[config.mk]
export PLATFORM = sky130hd
export DESIGN_NAME = relobi_demux
export DESIGN_NICKNAME = d
export VERILOG_FILES = /design/src/rtl/relobi_demux_pkg.sv /design/src/rtl/relobi_demux_lane.sv /design/src/rtl/relobi_demux.sv
export SDC_FILE = /design/constraint.sdc
export NUM_CORES = 1
export LEC_CHECK = 0
export ABC_AREA = 1
export BUFFER_PORTS_ARGS = -buffer_cell sky130_fd_sc_hd__buf_2
export CAP_MARGIN = 25
export CORE_AREA = 2 2 252 254
export CTS_BUF_LIST = sky130_fd_sc_hd__clkbuf_16
export DETAILED_ROUTE_END_ITERATION = 8
export DIE_AREA = 0 0 254 256
export PLACE_DENSITY = 0.4
export SLEW_MARGIN = 20
export SYNTH_ARGS = -nofsm -noshare
export SYNTH_HDL_FRONTEND = slang
export SYNTH_SLANG_ARGS = --single-unit
[constraint.sdc]
create_clock -name clk_i -period 2.7 [get_ports clk_i]
set_clock_uncertainty 0.2 [all_clocks]
set_input_delay 0.81 -clock clk_i [delete_from_list [all_inputs] [get_ports clk_i]]
set_output_delay 0.81 -clock clk_i [all_outputs]
set_load 0.1 [all_outputs]
[src/rtl/relobi_demux_pkg.sv]
// Shared relobi request/response types and the TMR majority voter.
package relobi_demux_pkg;

    typedef struct packed {
        logic [31:0] addr;
        logic        we;
        logic [3:0]  be;
        logic [31:0] wdata;
        logic [6:0]  ecc;
    } obi_a_t;

    typedef struct packed {
        logic [31:0] rdata;
        logic        err;
        logic [6:0]  ecc;
    } obi_r_t;

    typedef struct packed {
        logic [2:0] req;
        logic [2:0] rready;
        obi_a_t     a;
    } obi_req_t;

    typedef struct packed {
        logic [2:0] gnt;
        logic [2:0] rvalid;
        obi_r_t     r;
    } obi_rsp_t;

    localparam int unsigned VoteWidth = 8;

    // Bitwise 2-of-3 majority; callers zero-extend narrower fields.
    function automatic logic [VoteWidth-1:0] vote3(input logic [VoteWidth-1:0] a,
                                                   input logic [VoteWidth-1:0] b,
                                                   input logic [VoteWidth-1:0] c);
        return (a & b) | (a & c) | (b & c);
    endfunction

endpackage

[src/rtl/relobi_demux_lane.sv]
// One lane of routing state: outstanding counter and port lock, advanced from the voted state.
module relobi_demux_lane #(
    parameter int unsigned NumMaxTrans = 2,
    parameter int unsigned SelWidth    = 2,
    parameter int unsigned CntWidth    = 2,
    parameter bit          UseRReady   = 1'b1
) (
    input  logic                clk_i,
    input  logic                rst_ni,
    input  logic [SelWidth-1:0] select,
    input  logic                req,
    input  logic                gnt,
    input  logic                rvalid,
    input  logic                rready,
    input  logic [CntWidth-1:0] cnt_voted,
    input  logic [SelWidth-1:0] sel_voted,
    output logic                stall,
    output logic [CntWidth-1:0] cnt_q,
    output logic [SelWidth-1:0] sel_q
);
    localparam logic [CntWidth-1:0] CntMax = CntWidth'(NumMaxTrans);

    logic busy;
    logic accept;
    logic retire;

    assign busy   = (cnt_voted != '0);
    assign stall  = (busy && (select != sel_voted)) || (cnt_voted == CntMax);
    assign accept = req & gnt & ~stall;
    // A response with nothing outstanding is ignored so the counter cannot underflow.
    assign retire = rvalid & (rready | ~UseRReady) & busy;

    always_ff @(posedge clk_i or negedge rst_ni) begin
        if (!rst_ni) begin
            cnt_q <= '0;
            sel_q <= '0;
        end else begin
            case ({accept, retire})
                2'b10:   cnt_q <= cnt_voted + 1'b1;
                2'b01:   cnt_q <= cnt_voted - 1'b1;
                default: cnt_q <= cnt_voted;
            endcase
            sel_q <= accept ? select : sel_voted;
        end
    end

endmodule

[src/rtl/relobi_demux.sv]
// Reliable OBI demultiplexer: one TMR-handshake subordinate port routed to NumMgrPorts managers.
module relobi_demux
    import relobi_demux_pkg::*;
#(
    parameter int unsigned NumMgrPorts = 4,
    parameter int unsigned NumMaxTrans = 2,
    parameter bit          UseRReady   = 1'b1,
    parameter int unsigned SelWidth    = $clog2(NumMgrPorts)
) (
    input  logic                          clk_i,
    input  logic                          rst_ni,
    input  obi_req_t                      sbr_port_req_i,
    output obi_rsp_t                      sbr_port_rsp_o,
    input  logic [2:0][SelWidth-1:0]      sbr_port_select_i,
    output obi_req_t [NumMgrPorts-1:0]    mgr_ports_req_o,
    input  obi_rsp_t [NumMgrPorts-1:0]    mgr_ports_rsp_i,
    output logic [1:0]                    fault_o
);
    localparam int unsigned CntWidth = $clog2(NumMaxTrans + 1);

    logic [CntWidth-1:0] cnt_q [3];
    logic [SelWidth-1:0] sel_q [3];
    logic [CntWidth-1:0] cnt_v;
    logic [SelWidth-1:0] sel_v;
    logic [2:0]          stall;
    logic [2:0]          gnt_sel;
    logic [2:0]          rvalid_sel;
    logic [2:0]          rvalid_any;
    logic                state_mismatch;

    assign cnt_v = CntWidth'(vote3(VoteWidth'(cnt_q[0]), VoteWidth'(cnt_q[1]), VoteWidth'(cnt_q[2])));
    assign sel_v = SelWidth'(vote3(VoteWidth'(sel_q[0]), VoteWidth'(sel_q[1]), VoteWidth'(sel_q[2])));

    for (genvar l = 0; l < 3; l++) begin : g_lane
        relobi_demux_lane #(
            .NumMaxTrans (NumMaxTrans),
            .SelWidth    (SelWidth),
            .CntWidth    (CntWidth),
            .UseRReady   (UseRReady)
        ) u_lane (
            .clk_i     (clk_i),
            .rst_ni    (rst_ni),
            .select    (sbr_port_select_i[l]),
            .req       (sbr_port_req_i.req[l]),
            .gnt       (gnt_sel[l]),
            .rvalid    (rvalid_sel[l]),
            .rready    (sbr_port_req_i.rready[l]),
            .cnt_voted (cnt_v),
            .sel_voted (sel_v),
            .stall     (stall[l]),
            .cnt_q     (cnt_q[l]),
            .sel_q     (sel_q[l])
        );
    end

    // Grant is taken from the port each lane requests; responses from the voted lock.
    always_comb begin
        gnt_sel    = '0;
        rvalid_sel = '0;
        rvalid_any = '0;
        for (int l = 0; l < 3; l++) begin
            if (32'(sbr_port_select_i[l]) < NumMgrPorts)
                gnt_sel[l] = mgr_ports_rsp_i[sbr_port_select_i[l]].gnt[l];
            if (32'(sel_v) < NumMgrPorts)
                rvalid_sel[l] = mgr_ports_rsp_i[sel_v].rvalid[l];
            for (int p = 0; p < NumMgrPorts; p++)
                rvalid_any[l] = rvalid_any[l] | mgr_ports_rsp_i[p].rvalid[l];
        end
    end

    always_comb begin
        for (int p = 0; p < NumMgrPorts; p++) begin
            mgr_ports_req_o[p].a = sbr_port_req_i.a;
            for (int l = 0; l < 3; l++) begin
                mgr_ports_req_o[p].req[l]    = sbr_port_req_i.req[l] & ~stall[l] &
                                               (32'(sbr_port_select_i[l]) == p);
                mgr_ports_req_o[p].rready[l] = sbr_port_req_i.rready[l] & (32'(sel_v) == p);
            end
        end
    end

    always_comb begin
        sbr_port_rsp_o.gnt    = gnt_sel & ~stall;
        sbr_port_rsp_o.rvalid = rvalid_sel & {3{cnt_v != '0}};
        sbr_port_rsp_o.r      = '0;
        if (32'(sel_v) < NumMgrPorts)
            sbr_port_rsp_o.r = mgr_ports_rsp_i[sel_v].r;
    end

    assign state_mismatch = (cnt_q[0] != cnt_q[1]) || (cnt_q[1] != cnt_q[2]) ||
                            (sel_q[0] != sel_q[1]) || (sel_q[1] != sel_q[2]);

    assign fault_o[0] = state_mismatch || ((cnt_v == '0) && (|rvalid_any));
    assign fault_o[1] = (|sbr_port_req_i.req) &&
                        ((sbr_port_select_i[0] != sbr_port_select_i[1]) ||
                         (sbr_port_select_i[1] != sbr_port_select_i[2]));

endmodule

---- Yosys cells after proc, flatten, opt, wreduce, memory -nomap -nowiden ----
Index checks and enable logic that the tools add are counted.
storage, ports and cells
  input port bits ......................... 274
  register bits after elaboration ......... 12
  word-level logic and storage cells ...... 139
operators by class
  order comparisons ....................... 4
  multiplexer cells ....................... 14
  $add $sub $neg .......................... 2
  eq/ne operators ......................... 28
  reductions and logical operators ........ 21
  bitwise logic cells ..................... 64
operator list
  cell                   number
  $bmux W46 S2           4
  $mux W46               1
  $mux W45               1
  $mux W44               1
  $mux W43               1
  $and A1 B1 Y1          39
  $eq A2 B2 Y1 const B   12
  $ne A2 B2 Y1           9
  $eq A2 B1 Y1 const B   7
  $and A2 B2 Y2          6
  $lt A2 B3 Y1 const B   4
  $pmux W2 S2            3
  $logic_not A2 Y1       5
  $or A1 B1 Y1           9
  $logic_or A1 B1 Y1     8
  $or A2 B2 Y2           4
  $and A3 B3 Y3          2
  $mux W2                3
  $reduce_or A3 Y1       2
  $logic_and A1 B1 Y1    5
  $not A1 Y1             3
  $not A3 Y3             1
  $add A2 B1 Y2 const B  1
  $reduce_bool A2 Y1     1
  $sub A2 B1 Y2 const B  1

---- Depth between registers and ports, before layout ----
Gate-level depths: netlist of the first run.
  word-level depth ........................ 10
  mapped depth ............................ 15
  mapped depth without buffers ............ 14

---- By module ----
From an unflattened synthesis of the first run, not the netlist that was laid out.
second synthesis, totals
  cell total of the unflattened synthesis .. 861
  area total of the unflattened synthesis .. 4997.3 sq um
by module, submodules not included
  module             cells each  area an instance (sq um)  times used
  relobi_demux       753         4235.3                    1
  relobi_demux_lane  36          254.0                     3

---- Least setup slack after synthesis of the first run ----
OpenSTA, ideal clock, no wires.
  kind .................................... input to output
  from .................................... input port sbr_port_select_i[0] (netlist name)
  to ...................................... output port fault_o[1]
  cell stages on the path ................. 4
  arrival time ............................ 2.770 ns
  slack ................................... -1.080 ns
  cells stage by stage .................... buf_2 inv_2 o21ai_0 a41oi_1
on the way
  cells in the longest elaborated chain, start to end .. 3
ends and longest elaborated chain
  element              RTL line            text
  start, declared      relobi_demux.sv:14  input logic [2:0][SelWidth-1:0] sbr_port_select_i,
  $ne A2 B2 Y1         relobi_demux.sv:95  ((sbr_port_select_i[0] != sbr_port_select_i[1]) ||
  $logic_or A1 B1 Y1   relobi_demux.sv:95
  $logic_and A1 B1 Y1  relobi_demux.sv:94  assign fault_o[1] = (|sbr_port_req_i.req) &&
  end, declared        relobi_demux.sv:17  output logic [1:0] fault_o
No other way between the ends.

==> results of run 1 <==
==> synthesized netlist by cell type (all sizes together) <==
library cell    n  area (um2)
nor4            2        12.5
inv            39         146
a22oi          24         180
o211ai          6        45.0
dfrtp          12         300
nand2         189         742
nand4          23         144
clkbuf          2        10.0
nor2           45         189
nand3          39         230
a21oi           6        30.0
buf           324        2410
ha             15         188
nor3            4        20.0
a41oi           1        8.76
o21ai          20         134
==> placed cells by master (no fill, tap or decap), types with 5 or more instances in the layout <==
cell	Yosys	layout
buf_2	15	189
nand2_1	180	135
buf_12	0	80
buf_4	304	71
nand2_2	7	44
nor2_4	2	30
nand3_4	0	28
inv_1	30	26
buf_6	5	25
nand4_1	23	23
a22oi_2	0	22
dfrtp_1	12	12
nor2_1	41	11
ha_1	15	10
clkbuf_16	0	9
o21ai_1	3	8
o21ai_2	0	7
nand3_2	7	7
nand2_4	2	6
a21oi_1	6	6
o211ai_1	6	6
ha_2	0	5
==> worst max path at each step <==
stage / cells past startpoint / endpoint / slack, ps / startpoint
2_1_floorplan: 9 / sbr_port_rsp_o[0] / -420 / g_lane[1].u_lane.sel_q[1]
3_3_place_gp: 9 / fault_o[0] / -850 / mgr_ports_rsp_i[41]
3_5_place_dp: 9 / fault_o[0] / -760 / mgr_ports_rsp_i[41]
4_1_cts: 10 / sbr_port_rsp_o[16] / -450 / g_lane[1].u_lane.sel_q[1]
5_1_grt: 10 / mgr_ports_req_o[244] / -500 / g_lane[0].u_lane.sel_q[0]
6_report: 11 / sbr_port_rsp_o[11] / -420 / g_lane[0].u_lane.sel_q[0]
==> layout make-up <==
type                       count  area [um2]
clock buffer                   3        75.1
inverter                      39         205
tap                          846        1060
fill                        7201       54300
multi-input combinational    374        2850
sequential                    12         300
timing repair buffer         377        3620
==> timing repair <==
action                     CTS  global route
cloned                       1             9
gates resized for setup     76            66
setup endpoints to repair   76            78
pin swaps                   43            40
setup buffers               14             6
==> kinds of logic after synthesis <==
| group | after synthesis | synth area share (%) |
|---|---|---|
| flops | 12 | 6.26 |
| simple gates | 302 | 27.9 |
| fa+ha+maj | 15 | 3.92 |
| compound gates | 57 | 8.30 |
| buf+inv | 365 | 53.6 |
==> sequential cells by signal, indices dropped and copies added (netlist names) <==
name,count
g_lane.u_lane.cnt_q,6
g_lane.u_lane.sel_q,6
==> worst max-delay path: stages (launching register included) <==
cell     delay (ps)
dfrtp_1         380
ha_2            200
nor2_4          170
nand2_8         130
inv_6           110
nand2_8          60
inv_8            90
buf_12          150
buf_4           130
nand2_1         120
nand3_4         120
buf_12          170
==> per-layer routing <==
metal / up-vias / GRT usage, % / share of wire, % / wire (um)
li1: 2212 / - / - / -
met4: 4 / 2.11 / 3.0 / 765
met5: - / 0.677 / 0.29 / 73
met1: 2118 / 6.74 / 35 / 9020
met2: 472 / 11.3 / 46 / 11800
met3: 46 / 3.94 / 15 / 3820
==> power by group through the flow <==
stage	logic, uW	registers (uW)	clock network [uW]
2_1_floorplan	3950	251	0
4_1_cts	3130	255	264
6_report	3190	254	259
3_3_place_gp	3050	256	0
5_1_grt	3360	259	273
3_5_place_dp	3050	257	0
==> metrics by stage <==
step                util (%)  instances  power, uW
finish                  13.0       1651       3700
global route            13.0       1651       3890
CTS                     12.3       1640       3650
detailed placement      11.6       1624       3310
global placement        11.6       1624       3300
floorplan                  -        751       4200
==> key figures, run 1 <==
GRT
  – Largest net degree at the start of global routing: 41
  – Gr usage total: 6.66%
  – Initial antenna violation count: 6
  – Number of global-route vias before repair: 5002
  – First-pass GRT wire length: 32.0 mm
  – Overflow left after global routing: 0

Clock network
  – Maximum root-to-sink buffer count: 2
  – CTS Buf Count: 3
  – Clock-pin slew on the worst setup and hold paths: 40 ps
  – Root buf cell: clkbuf_16
  – Hold buffer count at CTS: 0
  – Clock Latency Late Sink: 240 ps
  – Clock Sinks: 12
  – CTS tree: done
  – H-tree Lvls: 1

Floorplanning
  – Core ar.: 62400 um2
  – Initial Util: 7.68%
  – Chip Width: 254 um
  – Area of the die: 65000 um2
  – Die H: 256 um
  – Num ports: 650
  – Rows: 92

Cells and area
  – Antenna Cells: 0
  – Final instance area: 8110 um2
  – Layout Nets: 1096
  – Layout cells sized above 1: 69.1%
  – Syn-to-layout area delta: 69.1%

Route
  – WL final: 25.5 mm
  – Vias: 4852
  – Final ANT Viol Nets: 0
  – DRC: 0
  – Iteration-0 DRC Markers: 153
  – First-pass iteration count of the detailed router: 4
  – WL per Instance: 15.5 um
  – Vias per cell: 2.94

Synth
  – Synth cell types: 26
  – Post-Synthesis Cell Area: 4790 um2
  – Syn nets: 1040
  – Synth Register Bits: 12
  – Seq/Total Area, Yosys: 6.26%
  – Yosys warning total: 0
  – Cells after Synth: 751
  – Synthesized area per cell: 6.38 um2

Pwr
  – Psw: 2060 uW
  – VDD IR-drop max: 333 uV
  – Sw Share: 55.7%
  – Leakage Power: 0.00350 uW
  – Power density over cell area: 456 nW/um2
  – Power share of the combinational group: 86.1%
  – P_int: 1640 uW
  – Register share of total power: 6.9%
  – Clock Power Share: 7.0%

Critical path
  – R2R cell count: 16
  – Crit. End Element: primary output
  – Peak fanout along the critical path: 7
  – Setup CP Type: register to primary output
  – Startpoint types: register
  – R2R Setup Slk: 120 ps
  – Required time worst endpoint: 1690 ps
  – Worst Path Arrival: 2110 ps
  – Reg-to-Reg Start: g_lane[0].u_lane.sel_q[0]
  – Worst reg2reg endpoint: g_lane[0].u_lane.cnt_q[0]

Timing
  – Period utilisation layout: 115%
  – RSZ-0062 raised after global routing: true
  – Final hold slack: 247 ps
  – Setup TNS: -21900 ps
  – F_max: 321 MHz
  – Tmin final: 3120 ps
  – Rel. slew slack: 75.3%
  – Final Hold Viols: 0
  – Pins Over Slew Limit: 0
  – Final setup violation count: 68
  – Worst Tran Pin Value: 367 ps
  – Final worst slack: -415 ps

Placed design
  – Gpl congestion: 0.757
  – DP Wirelength: 20.7 mm
  – Worst slack at placement: -760 ps
  – IO buf count: 269
  – Placed cell areas: 7260 um2

Min path
  – HP Class: input port to async pin

Run
  – Max-cap violations: 0

Run status
  – Status: complete, but fails checks
  – Failing checks: negative setup slack
No activity file was read; power rests on OpenSTA's default activity.
==> run 2: changes to the inputs <==
--- a/config.mk
+++ b/config.mk
@@ -12,7 +12,7 @@
 export CTS_BUF_LIST = sky130_fd_sc_hd__clkbuf_16
 export DETAILED_ROUTE_END_ITERATION = 8
 export DIE_AREA = 0 0 254 256
-export PLACE_DENSITY = 0.4
+export PLACE_DENSITY = 0.38
 export SLEW_MARGIN = 20
 export SYNTH_ARGS = -nofsm -noshare
 export SYNTH_HDL_FRONTEND = slang
==> key figures, run 2 (synthesis results as in run 1) <==
Timing
  – F_max: 323 MHz (+0.60%)
  – Worst Tran Pin Value: 377 ps (+10.2 ps)
  – Rel. slew slack: 74.6% (-0.69 points)
  – Final Hold Viols: 0 (unchanged)
  – Final setup violation count: 68 (unchanged)
  – RSZ-0062 raised after global routing: true
  – Period utilisation layout: 115% (-0.69 points)
  – Tmin final: 3100 ps (-18.5 ps)
  – Final worst slack: -397 ps (+18.5 ps)
  – Pins Over Slew Limit: 0 (unchanged)

Critical path
  – CP peak stage delay: 380 ps (about the same)
  – Required time worst endpoint: 1690 ps (about the same)
  – Crit path max-delay family: buffers and inverters
  – Crit. End Element: primary output
  – CP max-delay cell: dfrtp_1
  – Worst path cell trace: ha_2, nor2_4, nand2_4, buf_12, nand2_4, inv_8, buf_12, a22oi_2, nand3_4, buf_12
  – CP dominant cell by count: buf_12
  – R2R cell count: 16 (unchanged)
  – Worst path bufs/invs: 4 (-1)
  – Worst reg2reg endpoint: g_lane[0].u_lane.cnt_q[1]
  – Worst Path Arrival: 2090 ps (-20 ps)
  – Setup CP Type: register to primary output
  – Reg-to-Reg Start: g_lane[1].u_lane.sel_q[0]
  – Peak fanout along the critical path: 15 (+8)
  – R2R Setup Slk: 130 ps (about the same)
  – Startpoint types: register

GRT
  – Overflow left after global routing: 0 (unchanged)
  – Initial antenna violation count: 0 (-6)
  – First-pass GRT wire length: 32.2 mm (+0.47%)
  – Number of global-route vias before repair: 5035 (+0.66%)
  – Gr usage total: 6.64% (-0.025 points)
  – Largest net degree at the start of global routing: 20 (-51%)

Floorplanning
  – Num ports: 650 (unchanged)
  – Rows: 92 (unchanged)
  – Core ar.: 62400 um2 (unchanged)
  – Die H: 256 um (unchanged)
  – Area of the die: 65000 um2 (unchanged)
  – Chip Width: 254 um (unchanged)
  – Initial Util: 7.68% (unchanged)

Pwr
  – Power density over cell area: 469 nW/um2 (+2.9%)
  – Leakage Power: 0.00343 uW (-2.0%)
  – VDD IR-drop max: 262 uV (-21%)

Route
  – WL final: 23.5 mm (-8.0%)
  – First-pass iteration count of the detailed router: 6 (+2)
  – WL per Instance: 14.3 um (-7.6%)
  – DRC: 0 (unchanged)
  – Iteration-0 DRC Markers: 176 (+15%)
  – Final ANT Viol Nets: 0 (unchanged)
  – Vias per cell: 2.89 (-1.8%)
  – Vias: 4747 (-2.2%)

Placed design
  – DP Wirelength: 19.9 mm (-3.6%)
  – Gpl congestion: 0.689 (-9.0%)
  – IO buf count: 269 (unchanged)
  – Placed cell areas: 7220 um2 (-0.45%)
  – Placed instance count: 1618 (-0.37%)

Cells and area
  – Final instance area: 7810 um2 (-3.6%)
  – Syn-to-layout area delta: 63.0%
  – Fin cells: 1645 (-0.36%)
  – Most frequent cells in the layout: buf_2, nand2_1, buf_12
  – Top Registers: g_lane.u_lane.cnt_q x6, g_lane.u_lane.sel_q x6
  – Layout Nets: 1090 (-0.55%)
  – Most common cell after layout, fill and taps aside: buf_2
  – Area of the multi-input gates: 2730 um2 (-4.2%)
  – Layout cells sized above 1: 65.3% (-3.7 points)
  – Final Util: 12.5% (-0.47 points)
  – Layout fillers: 7240 (+0.54%)
  – Reg area: 300 um2 (unchanged)
  – Antenna Cells: 0 (unchanged)

Clock network
  – Maximum root-to-sink buffer count: 2 (unchanged)
  – CTS Buf Count: 3 (unchanged)
  – Root buf cell: clkbuf_16
  – CTS tree: done
  – Clock Latency Late Sink: 230 ps (about the same)
  – Clock-pin slew on the worst setup and hold paths: 40 ps (about the same)
  – Clock Sinks: 12 (unchanged)
  – H-tree Lvls: 1 (unchanged)

Run status
  – Failing checks: negative setup slack
  – Status: complete, but fails checks

Min path
  – HP Class: input port to async pin

Run
  – Max-cap violations: 0 (unchanged)
==> run 2: cell count changes in the layout (fill, tap and decap cells not counted), moves of 3 or more <==
cell / previous run / this run
clkbuf_16: 9 / 3
inv_2: 4 / 7
o21ai_2: 7 / 4
buf_6: 25 / 11
nand2_8: 4 / 1
nand2_2: 44 / 23
nand2_1: 135 / 157
buf_4: 71 / 80
==> run 2: what timing repair did <==
item                       in CTS  in global routing
gates resized for setup        49                 35
cloned                          3                  0
setup endpoints to repair      71                 78
pin swaps                      40                 44
hold buffers                    0                  0
buffers inserted                9                 14
==> run 2: metal layers <==
layer / routed length, um / GRT usage, % / vias up
met2: 10900 / 11.4 / 445
li1: - / - / 2194
met4: 436 / 1.47 / 2
met5: 80 / 1.20 / -
met1: 8730 / 7.13 / 2066
met3: 3330 / 3.43 / 40
==> run 2: layout make-up <==
type | count | share of cell area, %
tap | 846 | 13.5
inverter | 39 | 2.40
clock buffer | 3 | 0.961
timing repair buffer | 371 | 44.3
sequential | 12 | 3.84
multi-input combinational | 374 | 34.9
==> run 2: per-stage QoR <==
stage	hold slack, ps	setup slack (ps)	setup TNS [ps]	total power, uW
after floorplan	314	-424	-12710	4200
after global placement	497	-663	-13620	3310
after detailed placement	497	-621	-14100	3310
after CTS	251	-430	-23050	3660
after global routing	260	-482	-27680	3870
final	238	-397	-20590	3670
==> run 2: power by group <==
part | internal, uW | switching, uW
Sequential | 228 | 25.6
Combinational | 1210 | 1940
Clock | 192 | 66.7
==> run 2: worst max path at each step <==
stage                                   start              endpoint  cells past startpoint
detailed placement        mgr_ports_rsp_i[41]            fault_o[0]                      9
global route        g_lane[1].u_lane.sel_q[0]  mgr_ports_req_o[243]                     10
floorplan           g_lane[1].u_lane.sel_q[1]     sbr_port_rsp_o[0]                      9
global placement          mgr_ports_rsp_i[41]            fault_o[0]                      9
finish              g_lane[1].u_lane.sel_q[1]    sbr_port_rsp_o[27]                     10
CTS                 g_lane[2].u_lane.sel_q[0]   mgr_ports_req_o[79]                     10
==> run 2: worst register-to-register path, delay by kind of cell, from the launching register on <==
| kind | cells | cell delay (ps) |
|---|---|---|
| AND/OR/NAND/NOR | 6 | 590 |
| buffers and inverters | 5 | 530 |
| flip-flops | 1 | 380 |
| AO/OA/AOI/OAI | 3 | 250 |
| adder cells (fa/ha/maj) | 2 | 490 |
==> run 3: changes to the inputs <==
--- a/config.mk
+++ b/config.mk
@@ -13,6 +13,7 @@
 export DETAILED_ROUTE_END_ITERATION = 8
 export DIE_AREA = 0 0 254 256
 export PLACE_DENSITY = 0.38
+export REMOVE_ABC_BUFFERS = 1
 export SLEW_MARGIN = 20
 export SYNTH_ARGS = -nofsm -noshare
 export SYNTH_HDL_FRONTEND = slang
==> key figures, run 3 (synthesis results as in run 1) <==
Clock network
  – CTS tree: done
  – CTS Buf Count: 3 (unchanged)
  – Clock Latency Late Sink: 230 ps (about the same)
  – Root buf cell: clkbuf_16
  – Maximum root-to-sink buffer count: 2 (unchanged)
  – Clock Sinks: 12 (unchanged)
  – Clock-pin slew on the worst setup and hold paths: 40 ps (about the same)
  – H-tree Lvls: 1 (unchanged)

Critical path
  – Setup CP Type: register to primary output
  – Crit. End Element: primary output
  – Worst Path Arrival: 2200 ps (+110 ps)
  – Startpoint types: register
  – Worst setup startpoint: g_lane[1].u_lane.sel_q[1]
  – Peak fanout along the critical path: 4 (-11)
  – Reg-to-Reg Start: g_lane[1].u_lane.sel_q[0]
  – Required time worst endpoint: 1690 ps (about the same)

Placed design
  – IO buf count: 269 (unchanged)
  – DP Wirelength: 43.7 mm (+120%)
  – Gpl congestion: 0.922 (+34%)

Timing
  – RSZ-0062 raised after global routing: true
  – Tmin final: 3210 ps (+113 ps)
  – Final Hold Viols: 0 (unchanged)
  – Pins Over Slew Limit: 0 (unchanged)
  – Final worst slack: -509 ps (-113 ps)
  – F_max: 312 MHz (-3.5%)
  – Rel. slew slack: 65.7% (-8.9 points)
  – Setup TNS: -25390 ps (-4800 ps)
  – Final hold slack: 267 ps (+28.4 ps)
  – Final setup violation count: 69 (+1.5%)
  – Worst Tran Pin Value: 510 ps (+133 ps)
  – Period utilisation layout: 119% (+4.2 points)

Floorplanning
  – Initial Util: 7.68% (unchanged)
  – Area of the die: 65000 um2 (unchanged)
  – Core ar.: 62400 um2 (unchanged)
  – Rows: 92 (unchanged)
  – Chip Width: 254 um (unchanged)
  – Die H: 256 um (unchanged)
  – Num ports: 650 (unchanged)

GRT
  – Number of global-route vias before repair: 5466 (+8.6%)
  – Gr usage total: 15.0% (+8.4 points)
  – Initial antenna violation count: 1 (+1)
  – Overflow left after global routing: 0 (unchanged)
  – Largest net degree at the start of global routing: 20 (unchanged)
  – First-pass GRT wire length: 63.2 mm (+96%)

Route
  – First-pass iteration count of the detailed router: 6 (unchanged)
  – Iteration-0 DRC Markers: 257 (+46%)
  – Vias per cell: 3.34 (+16%)
  – Vias: 5559 (+17%)
  – Final ANT Viol Nets: 0 (unchanged)
  – WL final: 51.8 mm (+120%)
  – WL per Instance: 31.1 um (+120%)
  – DRC: 0 (unchanged)

Cells and area
  – Reg area: 300 um2 (unchanged)
  – Layout cells sized above 1: 67.6% (+2.3 points)
  – Most frequent cells in the layout: buf_2, nand2_1, buf_12
  – Top Registers: g_lane.u_lane.cnt_q x6, g_lane.u_lane.sel_q x6
  – Most common cell after layout, fill and taps aside: buf_2
  – Area of the multi-input gates: 2660 um2 (-2.5%)
  – Antenna Cells: 0 (unchanged)
  – Layout Nets: 1110 (+1.8%)
  – Syn-to-layout area delta: 66.4%
  – Layout fillers: 7284 (+0.61%)

Run status
  – Failing checks: negative setup slack
  – Status: complete, but fails checks

Run
  – Max-cap violations: 0 (unchanged)

Pwr
  – Leakage Power: 0.00354 uW (+3.4%)
  – Power density over cell area: 459 nW/um2 (-2.1%)
  – VDD IR-drop max: 292 uV (+12%)

Min path
  – HP Class: input port to async pin
run 3: final timing paths:
check                                            endpoint  slack, ps  cells after the start
worst max-delay path                 mgr_ports_req_o[243]       -510                     11
worst min-delay path            g_lane[0].u_lane.sel_q[0]        270                      1
worst max register to register  g_lane[0].u_lane.cnt_q[1]         40                     17
worst min register to register  g_lane[0].u_lane.cnt_q[0]        630                      5
max in group asynchronous       g_lane[0].u_lane.cnt_q[1]       1790                      1
min in group clk_i              g_lane[0].u_lane.cnt_q[0]        630                      5
run 3: final cells by class:
class / instances / area share [%]
well taps: 846 / 13.3
multi-input cells: 374 / 33.4
flip-flops and latches: 12 / 3.77
inverters: 39 / 2.51
repair buffers: 391 / 46.2
clock buffers: 3 / 0.941
run 3: what timing repair did:
item                       4_1_cts  5_1_grt
pin swaps                       32       43
hold buffers                     0        0
setup buffers                   17       20
setup endpoints to repair       74       73
gates resized for setup        130      142
cloned                           1        0
run 3: worst max-delay path, stage by stage (launching register included):
cell     delay, ps
dfrtp_1        380
ha_2           190
nor2_4         170
nand2_8        110
buf_6          160
nand2_2         50
nand2_2         60
o21ai_4        190
nand3_4        180
nor2_4         160
buf_6          120
buf_12         160
run 3: through the flow:
stage / instances / utilization, % / total power, uW / setup WS [ps] / area [um2]
2_1_floorplan: 425 / - / 1770 / -1480 / 2370
3_3_place_gp: 1637 / 10.7 / 2980 / -569 / 6670
3_5_place_dp: 1637 / 10.7 / 2980 / -546 / 6670
4_1_cts: 1654 / 11.7 / 3480 / -492 / 7320
5_1_grt: 1665 / 12.8 / 3830 / -571 / 7980
6_report: 1665 / 12.8 / 3660 / -509 / 7980
run 3: layer usage:
layer	wire length, um	GRT usage [%]
met5	642	7.74
met2	20200	21.0
met1	15800	13.3
met3	11900	15.7
met4	3230	7.08
run 3: power by group:
part	leakage [uW]	internal [uW]	switching (uW)	total (uW)
Clock	0.0000370	192	67.3	259
Combinational	0.00335	1180	1960	3150
Sequential	0.000158	228	27.1	255
Total	0.00354	1600	2060	3660
